==> src/rtl/fifo_flags.sv <==
// Single-clock FIFO with occupancy count, almost-full/almost-empty
// thresholds, sticky overflow/underflow flags and an optional FWFT read port.
module fifo_flags #(
    parameter int AWIDTH   = 5,
    parameter int DWIDTH   = 8,
    parameter int FWFT     = 0,
    parameter int AF_LEVEL = 28,
    parameter int AE_LEVEL = 4
) (
    input  logic              clk,
    input  logic              rst,
    input  logic              wr_en,
    input  logic              rd_en,
    input  logic [DWIDTH-1:0] data_in,
    input  logic              clr_err,
    output logic [DWIDTH-1:0] data_out,
    output logic              full,
    output logic              empty,
    output logic              almost_full,
    output logic              almost_empty,
    output logic [AWIDTH:0]   count,
    output logic              overflow,
    output logic              underflow
);

    localparam int DEPTH = 1 << AWIDTH;
    localparam logic [AWIDTH:0] DEPTH_C = (AWIDTH+1)'(DEPTH);
    localparam logic [AWIDTH:0] AF_C    = (AWIDTH+1)'(AF_LEVEL);
    localparam logic [AWIDTH:0] AE_C    = (AWIDTH+1)'(AE_LEVEL);

    logic [DWIDTH-1:0] mem_q [DEPTH];
    logic [AWIDTH-1:0] wptr_q, wptr_d;
    logic [AWIDTH-1:0] rptr_q, rptr_d;
    logic [AWIDTH:0]   count_q, count_d;
    logic              ovf_q, ovf_d;
    logic              udf_q, udf_d;
    logic              rd_acc, wr_acc;

    // Flags come straight from the registered occupancy.
    assign count        = count_q;
    assign empty        = (count_q == '0);
    assign full         = (count_q == DEPTH_C);
    assign almost_full  = (count_q >= AF_C);
    assign almost_empty = (count_q <= AE_C);
    assign overflow     = ovf_q;
    assign underflow    = udf_q;

    // Acceptance and next-state; a full FIFO still takes a write
    // when a read frees a slot in the same cycle.
    always_comb begin
        rd_acc  = rd_en && !empty;
        wr_acc  = wr_en && (!full || rd_acc);
        wptr_d  = wptr_q;
        rptr_d  = rptr_q;
        count_d = count_q;
        if (wr_acc) wptr_d = wptr_q + 1'b1;
        if (rd_acc) rptr_d = rptr_q + 1'b1;
        if (wr_acc && !rd_acc) count_d = count_q + 1'b1;
        if (rd_acc && !wr_acc) count_d = count_q - 1'b1;
        // Set wins over clear.
        ovf_d = (ovf_q && !clr_err) || (wr_en && !wr_acc);
        udf_d = (udf_q && !clr_err) || (rd_en && !rd_acc);
    end

    // Pointer, count and error-flag registers.
    always_ff @(posedge clk) begin
        if (!rst) begin
            wptr_q  <= '0;
            rptr_q  <= '0;
            count_q <= '0;
            ovf_q   <= 1'b0;
            udf_q   <= 1'b0;
        end else begin
            wptr_q  <= wptr_d;
            rptr_q  <= rptr_d;
            count_q <= count_d;
            ovf_q   <= ovf_d;
            udf_q   <= udf_d;
        end
    end

    // Storage array; contents survive reset.
    always_ff @(posedge clk) begin
        if (rst && wr_acc) mem_q[wptr_q] <= data_in;
    end

    if (FWFT != 0) begin : g_fwft
        // Head word is presented combinationally while data is held.
        always_comb begin
            data_out = empty ? '0 : mem_q[rptr_q];
        end
    end else begin : g_std
        logic [DWIDTH-1:0] dout_q;

        // Registered read port that holds between reads.
        always_ff @(posedge clk) begin
            if (!rst) begin
                dout_q <= '0;
            end else if (rd_acc) begin
                dout_q <= mem_q[rptr_q];
            end
        end

        assign data_out = dout_q;
    end

endmodule

==> config.mk <==
export PLATFORM = sky130hd
export DESIGN_NAME = fifo_flags
export DESIGN_NICKNAME = d
export VERILOG_FILES = /design/src/rtl/fifo_flags.sv
export SDC_FILE = /design/constraint.sdc
export NUM_CORES = 1
export LEC_CHECK = 0
export CORE_AREA = 4 4 174 176
export CTS_CLUSTER_SIZE = 40
export DETAILED_ROUTE_END_ITERATION = 6
export DIE_AREA = 0 0 178 180
export MAX_ROUTING_LAYER = met4
export PLACE_DENSITY = 0.54
export SYNTH_ARGS = -nofsm -noshare
export SYNTH_HDL_FRONTEND = slang
export SYNTH_SLANG_ARGS = --single-unit
==> constraint.sdc <==
create_clock -name clk -period 2.77 [get_ports clk]
set_input_delay 0.4155 -clock clk [delete_from_list [all_inputs] [get_ports clk]]
set_output_delay 0.4155 -clock clk [all_outputs]
set_load 0.05 [all_outputs]
==> results of run 1 <==
## what timing repair did
item                       4_1_cts  5_1_grt
resized for setup                1        5
pin swaps                        0        4
setup endpoints to repair        1        3
buffers inserted                 0        0
cloned                           0        0
## cells in the mapped netlist, types with 9 or more instances
library cell,n
a21oi_1,12
a22o_1,9
clkbuf_1,18
dfxtp_1,26
edfxtp_1,256
ha_1,9
mux2i_1,46
mux4_2,41
nand2_1,21
nand3_1,13
nor2_1,59
o21ai_0,12
o22ai_1,14
## report_power, final
| part | total, mW | internal, mW | switching, mW | leakage, nW |
|---|---|---|---|---|
| clock network | 4.41 | 2.84 | 1.57 | 0.526 |
| logic | 2.56 | 1.05 | 1.51 | 1.33 |
| registers | 4.95 | 4.77 | 0.185 | 2.52 |
| total | 11.9 | 8.66 | 3.27 | 4.38 |
## worst max path at each step
| stage | endpoint | cells after the start |
|---|---|---|
| 3_5_place_dp | count[5]$_SDFFE_PN0P_ | 9 |
| 6_report | full | 4 |
| 3_3_place_gp | count[5]$_SDFFE_PN0P_ | 9 |
| 2_1_floorplan | count[5]$_SDFFE_PN0P_ | 10 |
| 4_1_cts | empty | 4 |
| 5_1_grt | full | 4 |
## final cells by class
class                           count  area (um^2)
Timing Repair Buffer              102          856
Fill cell                        2406        15000
Sequential cell                   282         8220
Inverter                            8         30.0
Multi-Input combinational cell    324         2920
Clock buffer                       34          744
Clock inverter                     19          342
Tap cell                          384          480
## cell families (layout without fill, tap and decap cells)
logic type                 Yosys count  after routing  share of synthesized area (%)
AOI/OAI and AO/OA                   82             82                           5.40
xor gates and xnor gates            11             11                          0.850
adders and majority gates           10             10                           1.17
buffers and inverters               46            163                           2.07
DFF                                282            282                           72.4
muxes                               90             90                           12.5
and+or+nand+nor                    131            131                           5.61
## critical path, stage by stage (launching register included)
cell	delay (ns)
dfxtp_4	0.37
or4_4	0.56
buf_4	0.18
nor2_1	0.10
clkdlybuf4s15_1	0.50
## flip-flops by register name (all words and copies together), names as in the netlist
signal,flops
overflow,1
underflow,1
wptr_q,5
rptr_q,5
count,6
data_out,8
mem_q,256
## per-layer routing
| metal | wire [um] | track usage (%) | vias to the layer above |
|---|---|---|---|
| li1 | - | - | 2772 |
| met1 | 11300 | 22.4 | 3109 |
| met2 | 12200 | 25.4 | 170 |
| met3 | 1550 | 3.47 | 37 |
| met4 | 445 | 3.50 | 0 |
| met5 | 0 | - | - |
## through the flow
stage | util, % | power (mW)
6_report | 47.5 | 11.9
5_1_grt | 47.5 | 12.4
4_1_cts | 47.4 | 12.0
3_5_place_dp | 43.6 | 7.61
3_3_place_gp | 43.6 | 7.56
2_1_floorplan | - | 6.77
==> key figures, run 1 <==
STA
  • Setup TNS: 0 ns
  • RSZ-0062 raised after global routing: no
  • Final setup vio count: 0
  • Tcrit/Tclk final: 96.4%
  • Slew HR: 14.0%
  • Worst Tran Pin Value: 1.29 ns
  • Hold Slack: 0.458 ns
  • Final Hold Viols: 0
  • Worst Clk Skew: 0.0155 ns
  • Achievable clock frequency: 0.374 GHz
  • Setup WS post-layout: 0.0996 ns
  • Max-slew violations: 0
  • Final min period: 2.67 ns

Yosys
  • Yosys reg bits: 282
  • Post-Syn Area per Cell: 17.4 um^2
  • Synthesized area: 0.0113 mm^2
  • Synth async-reset ratio: 0%
  • Syn Nets: 675
  • YS warnings: 0
  • Number of synthesized flops with an enable pin: 256
  • Ys flop type: edfxtp_1
  • Top cell type by total area after synthesis: edfxtp_1
  • Top cells by area, synth: edfxtp_1 (68%), mux4_2 (8.1%), dfxtp_1 (4.6%), mux2i_1 (4.1%), nor2_1 (2.0%)
  • Mapped Cells: 652
  • Sequential share of the synthesized area: 72.4%
  • Number of distinct library cells after synthesis: 54
  • Yosys top cell area share: 67.8%

Pwr
  • Leak Pwr: 4.38 nW
  • Worst VDD drop: 0.495 mV
  • PwrDens: 877 mW/mm^2

Setup path
  • R2r startpoint: count[3]$_SDFFE_PN0P_
  • Reg2Reg Depth: 10
  • CP Max Fanout: 8
  • CP Capture Type: primary output
  • Critical Path AT: 2.25 ns
  • Flop2flop setup slack: 0.22 ns
  • Critical Path Source Type: flop
  • R2r endpoint: count[5]$_SDFFE_PN0P_
  • Worst setup path class: reg2out
  • CP startpoint: count[3]$_SDFFE_PN0P_
  • Worst path required time: 2.35 ns

Place
  • Final GP Congestion: 0.815
  • Pre-CTS WS: 0.100 ns
  • Placed cells: 1,100
  • Buffers added on ports: 32
  • Placed Area: 0.0125 mm^2
  • Final HPWL from detailed placement: 16,200 um

Floorplanning
  • Core Box Area: 0.0286 mm^2
  • # rows: 62
  • Top Ports: 33
  • Die X: 178 um
  • Die footprint: 0.0320 mm^2
  • Initial Util: 39.6%
  • Die Height: 180 um

Clock network
  • CTS sink count: 282
  • Clk_lat worst skew: 0.54 ns
  • Clock root buffer: clkbuf_16
  • Clock buffer depth: 3
  • H-tree levels: 1
  • CTS tree: yes
  • CTS buffer count: 29
  • Worst-path clk slew: 0.07 ns
  • Hold Buf Count CTS: 0

Worst hold path
  • Worst Hold Depth: 2
  • Hold worst-path end: data_out[3]$_SDFFE_PN0P_
  • Worst hold start: data_out[3]$_SDFFE_PN0P_
  • Hold crit path type: reg2reg

Route
  • DRT iter0 DRCs: 442
  • Vias/cell: 5.28
  • Vias: 6,088
  • 1st-pass router iterations: 4
  • Routed Antenna Nets: 0
  • Wirelength per Cell: 22.1 um
  • DRC: 0
  • DRT Wirelength: 25,400 um

Cells and area
  • Non-filler cells, final: 1,153
  • Nets: 770
  • Post-route design area: 0.0136 mm^2
  • # diodes: 0
  • Most common cell after layout, fill and taps aside: edfxtp_1
  • Layout cell share with drive strength beyond 1: 23.8%
  • Area growth syn-to-layout: 19.9%
  • Commonest non-fill, non-tap cells in the layout: edfxtp_1 (256), buf_4 (70), nor2_1 (58)

Status
  • Status: finished clean

Global route
  • Vias in the first global route: 6,272
  • Total Routing Usage GR: 16.3%
  • Global-route wire length before repair: 38,600 um
  • Initial antenna violation count: 0
  • Largest net degree at the start of global routing: 33
  • Grt ovf: 0

Job
  • Max cap viols: 0
(Power assumes the default switching activity.)
==> run 2, diff against run 1 <==
CELL_PAD_IN_SITES_DETAIL_PLACEMENT = 1   (was default)
CELL_PAD_IN_SITES_GLOBAL_PLACEMENT = 1   (was default)
PLACE_DENSITY = 0.61   (was 0.54)
==> key figures, run 2 (synthesized netlist as in run 1, its figures left out) <==
Clock network
  • CTS buffer count: 29 (unchanged)
  • H-tree levels: 1 (unchanged)
  • CTS tree: yes
  • Clock buffer depth: 3 (unchanged)
  • Clk_lat worst skew: 0.54 ns (about the same)
  • CTS sink count: 282 (unchanged)
  • Clock root buffer: clkbuf_16
  • Worst-path clk slew: 0.06 ns (about the same)

Worst hold path
  • Hold crit path type: reg2reg
  • Worst hold start: data_out[2]$_SDFFE_PN0P_

Route
  • 1st-pass router iterations: 6 (+2)
  • Max layer used: met4
  • Met3 WL post-DR: 1060 um (-31%)
  • Vias/cell: 5.43 (+2.8%)
  • DRC: 0 (unchanged)
  • Wirelength per Cell: 23.6 um (+7.2%)
  • DRT iter0 DRCs: 429 (-2.9%)
  • Vias: 6,259 (+2.8%)
  • Met2 wire len: 13,100 um (+8.1%)
  • Met1 WL: 12,600 um (+11%)
  • Routed Antenna Nets: 0 (unchanged)
  • DRT Wirelength: 27,300 um (+7.2%)

Setup path
  • Critical Path AT: 2.19 ns (-0.06 ns)
  • Worst setup path class: reg2out
  • Critical Path Max Stage Delay: 0.72 ns (+0.16 ns)
  • Worst path required time: 2.35 ns (about the same)
  • CP startpoint: count[2]$_SDFFE_PN0P_
  • Cell with the largest stage delay on the worst path: clkdlybuf4s50_1
  • Critical Path Source Type: flop
  • R2r startpoint: count[3]$_SDFFE_PN0P_
  • CP Capture Type: primary output
  • CP Max Fanout: 11 (+3)
  • Critical path, cell by cell: o21ai_0 -> nor4b_2 -> clkdlybuf4s50_1

Floorplanning
  • Core Box Area: 0.0286 mm^2 (unchanged)
  • Die Height: 180 um (unchanged)
  • # rows: 62 (unchanged)
  • Top Ports: 33 (unchanged)
  • Die X: 178 um (unchanged)
  • Initial Util: 39.6% (unchanged)
  • Die footprint: 0.0320 mm^2 (unchanged)

STA
  • Worst Clk Skew: 0.0175 ns (+0.00198 ns)
  • Slew HR: 46.0% (+32 points)
  • Tcrit/Tclk final: 94.0% (-2.4 points)
  • Final min period: 2.60 ns (-0.0658 ns)
  • RSZ-0062 raised after global routing: no
  • Hold Slack: 0.481 ns (+0.0234 ns)
  • Achievable clock frequency: 0.384 GHz (+2.5%)
  • Final setup vio count: 0 (unchanged)
  • Final Hold Viols: 0 (unchanged)
  • Worst Tran Pin Value: 0.807 ns (-0.480 ns)
  • Max-slew violations: 0 (unchanged)

Place
  • Buffers added on ports: 32 (unchanged)
  • Final GP Congestion: 0.809 (-0.69%)
  • Final HPWL from detailed placement: 17,400 um (+8.0%)

Global route
  • Largest net degree at the start of global routing: 48 (+45%)
  • Initial antenna violation count: 0 (unchanged)
  • Total Routing Usage GR: 17.5% (+1.2 points)
  • Grt ovf: 0 (unchanged)
  • Vias in the first global route: 6,592 (+5.1%)
  • Global-route wire length before repair: 41,500 um (+7.6%)

Cells and area
  • Fill count: 2,701 (+12%)
  • Layout cell share with drive strength beyond 1: 24.1% (+0.26 points)
  • Final core occ: 47.1% (-0.40 points)
  • Area growth syn-to-layout: 18.9%
  • FF+latch area: 0.00822 mm^2 (unchanged)
  • Reg with most FFs: mem_q
  • Max FFs per register: 256 (unchanged)
  • # diodes: 0 (unchanged)
  • Area of the multi-input gates: 0.00292 mm^2 (about the same)
  • Most common cell after layout, fill and taps aside: edfxtp_1
  • Nets: 774 (+0.52%)
  • Commonest non-fill, non-tap cells in the layout: edfxtp_1 (256), buf_4 (73), nor2_1 (58)

Job
  • Max cap viols: 0 (unchanged)

Pwr
  • Worst VDD drop: 0.537 mV (+8.6%)
  • PwrDens: 848 mW/mm^2 (-3.3%)
  • Pwr Total: 11.4 mW (-4.1%)
  • Leak Pwr: 4.33 nW (-1.2%)

Status
  • Status: finished clean
==> run 2: through the flow <==
stage	std cells	setup slack, ns	area [um^2]	TNS [ns]
floorplan	652	-0.0459	11400	-0.0459
global placement	1104	0.156	12500	0
detailed placement	1104	0.0551	12500	0
CTS	1153	0.0146	13500	0
global route	1153	0.00287	13500	0
finish	1153	0.165	13500	0
==> run 2: repair_timing <==
item                                    CTS  global route
gates resized for setup                   2             5
endpoints found under the setup margin    2             2
hold endpoints to repair                  0             0
setup buffers                             0             0
pin swaps                                 0             3
hold buffers                              0             0
==> run 2: worst paths after layout <==
path / end / cells after the start / slack (ns)
worst max-delay path: almost_empty / 3 / 0.17
worst min register to register: data_out[2]$_SDFFE_PN0P_ / 2 / 0.48
worst min-delay path: data_out[2]$_SDFFE_PN0P_ / 2 / 0.48
worst max register to register: count[5]$_SDFFE_PN0P_ / 9 / 0.17
==> run 2: report_power, final <==
group          switching (mW)  internal, mW  total [mW]
registers               0.179          4.77        4.95
clock network            1.54          2.31        3.85
logic                    1.54          1.09        2.63
==> run 2: final cells by class <==
class                      count  area share, %
sequential                   282           61.0
clock inverter                13           1.27
clock buffer                  36           5.65
tap                          384           3.56
timing repair buffer         106           6.63
multi-input combinational    324           21.7
inverter                       8          0.223
==> run 2: critical path, delay by kind of cell, from the launching register on <==
kind / cells / cell delay, ns
buffers and inverters: 1 / 0.72
DFF: 1 / 0.61
and+or+nand+nor: 1 / 0.18
AOI/OAI and AO/OA: 1 / 0.14
==> run 2: layer usage <==
metal	vias to the layer above	global-route usage (%)
met5	-	-
met4	0	3.96
met3	43	2.14
met2	133	27.8
met1	3295	24.5
li1	2788	-
==> run 3, diff against run 2 <==
ABC_AREA = 0   (was default)
SKIP_LAST_GASP = 1   (was default)
==> results of run 3 <==
Same layout as run 2: the final DEF is identical, and so are final timing and power.
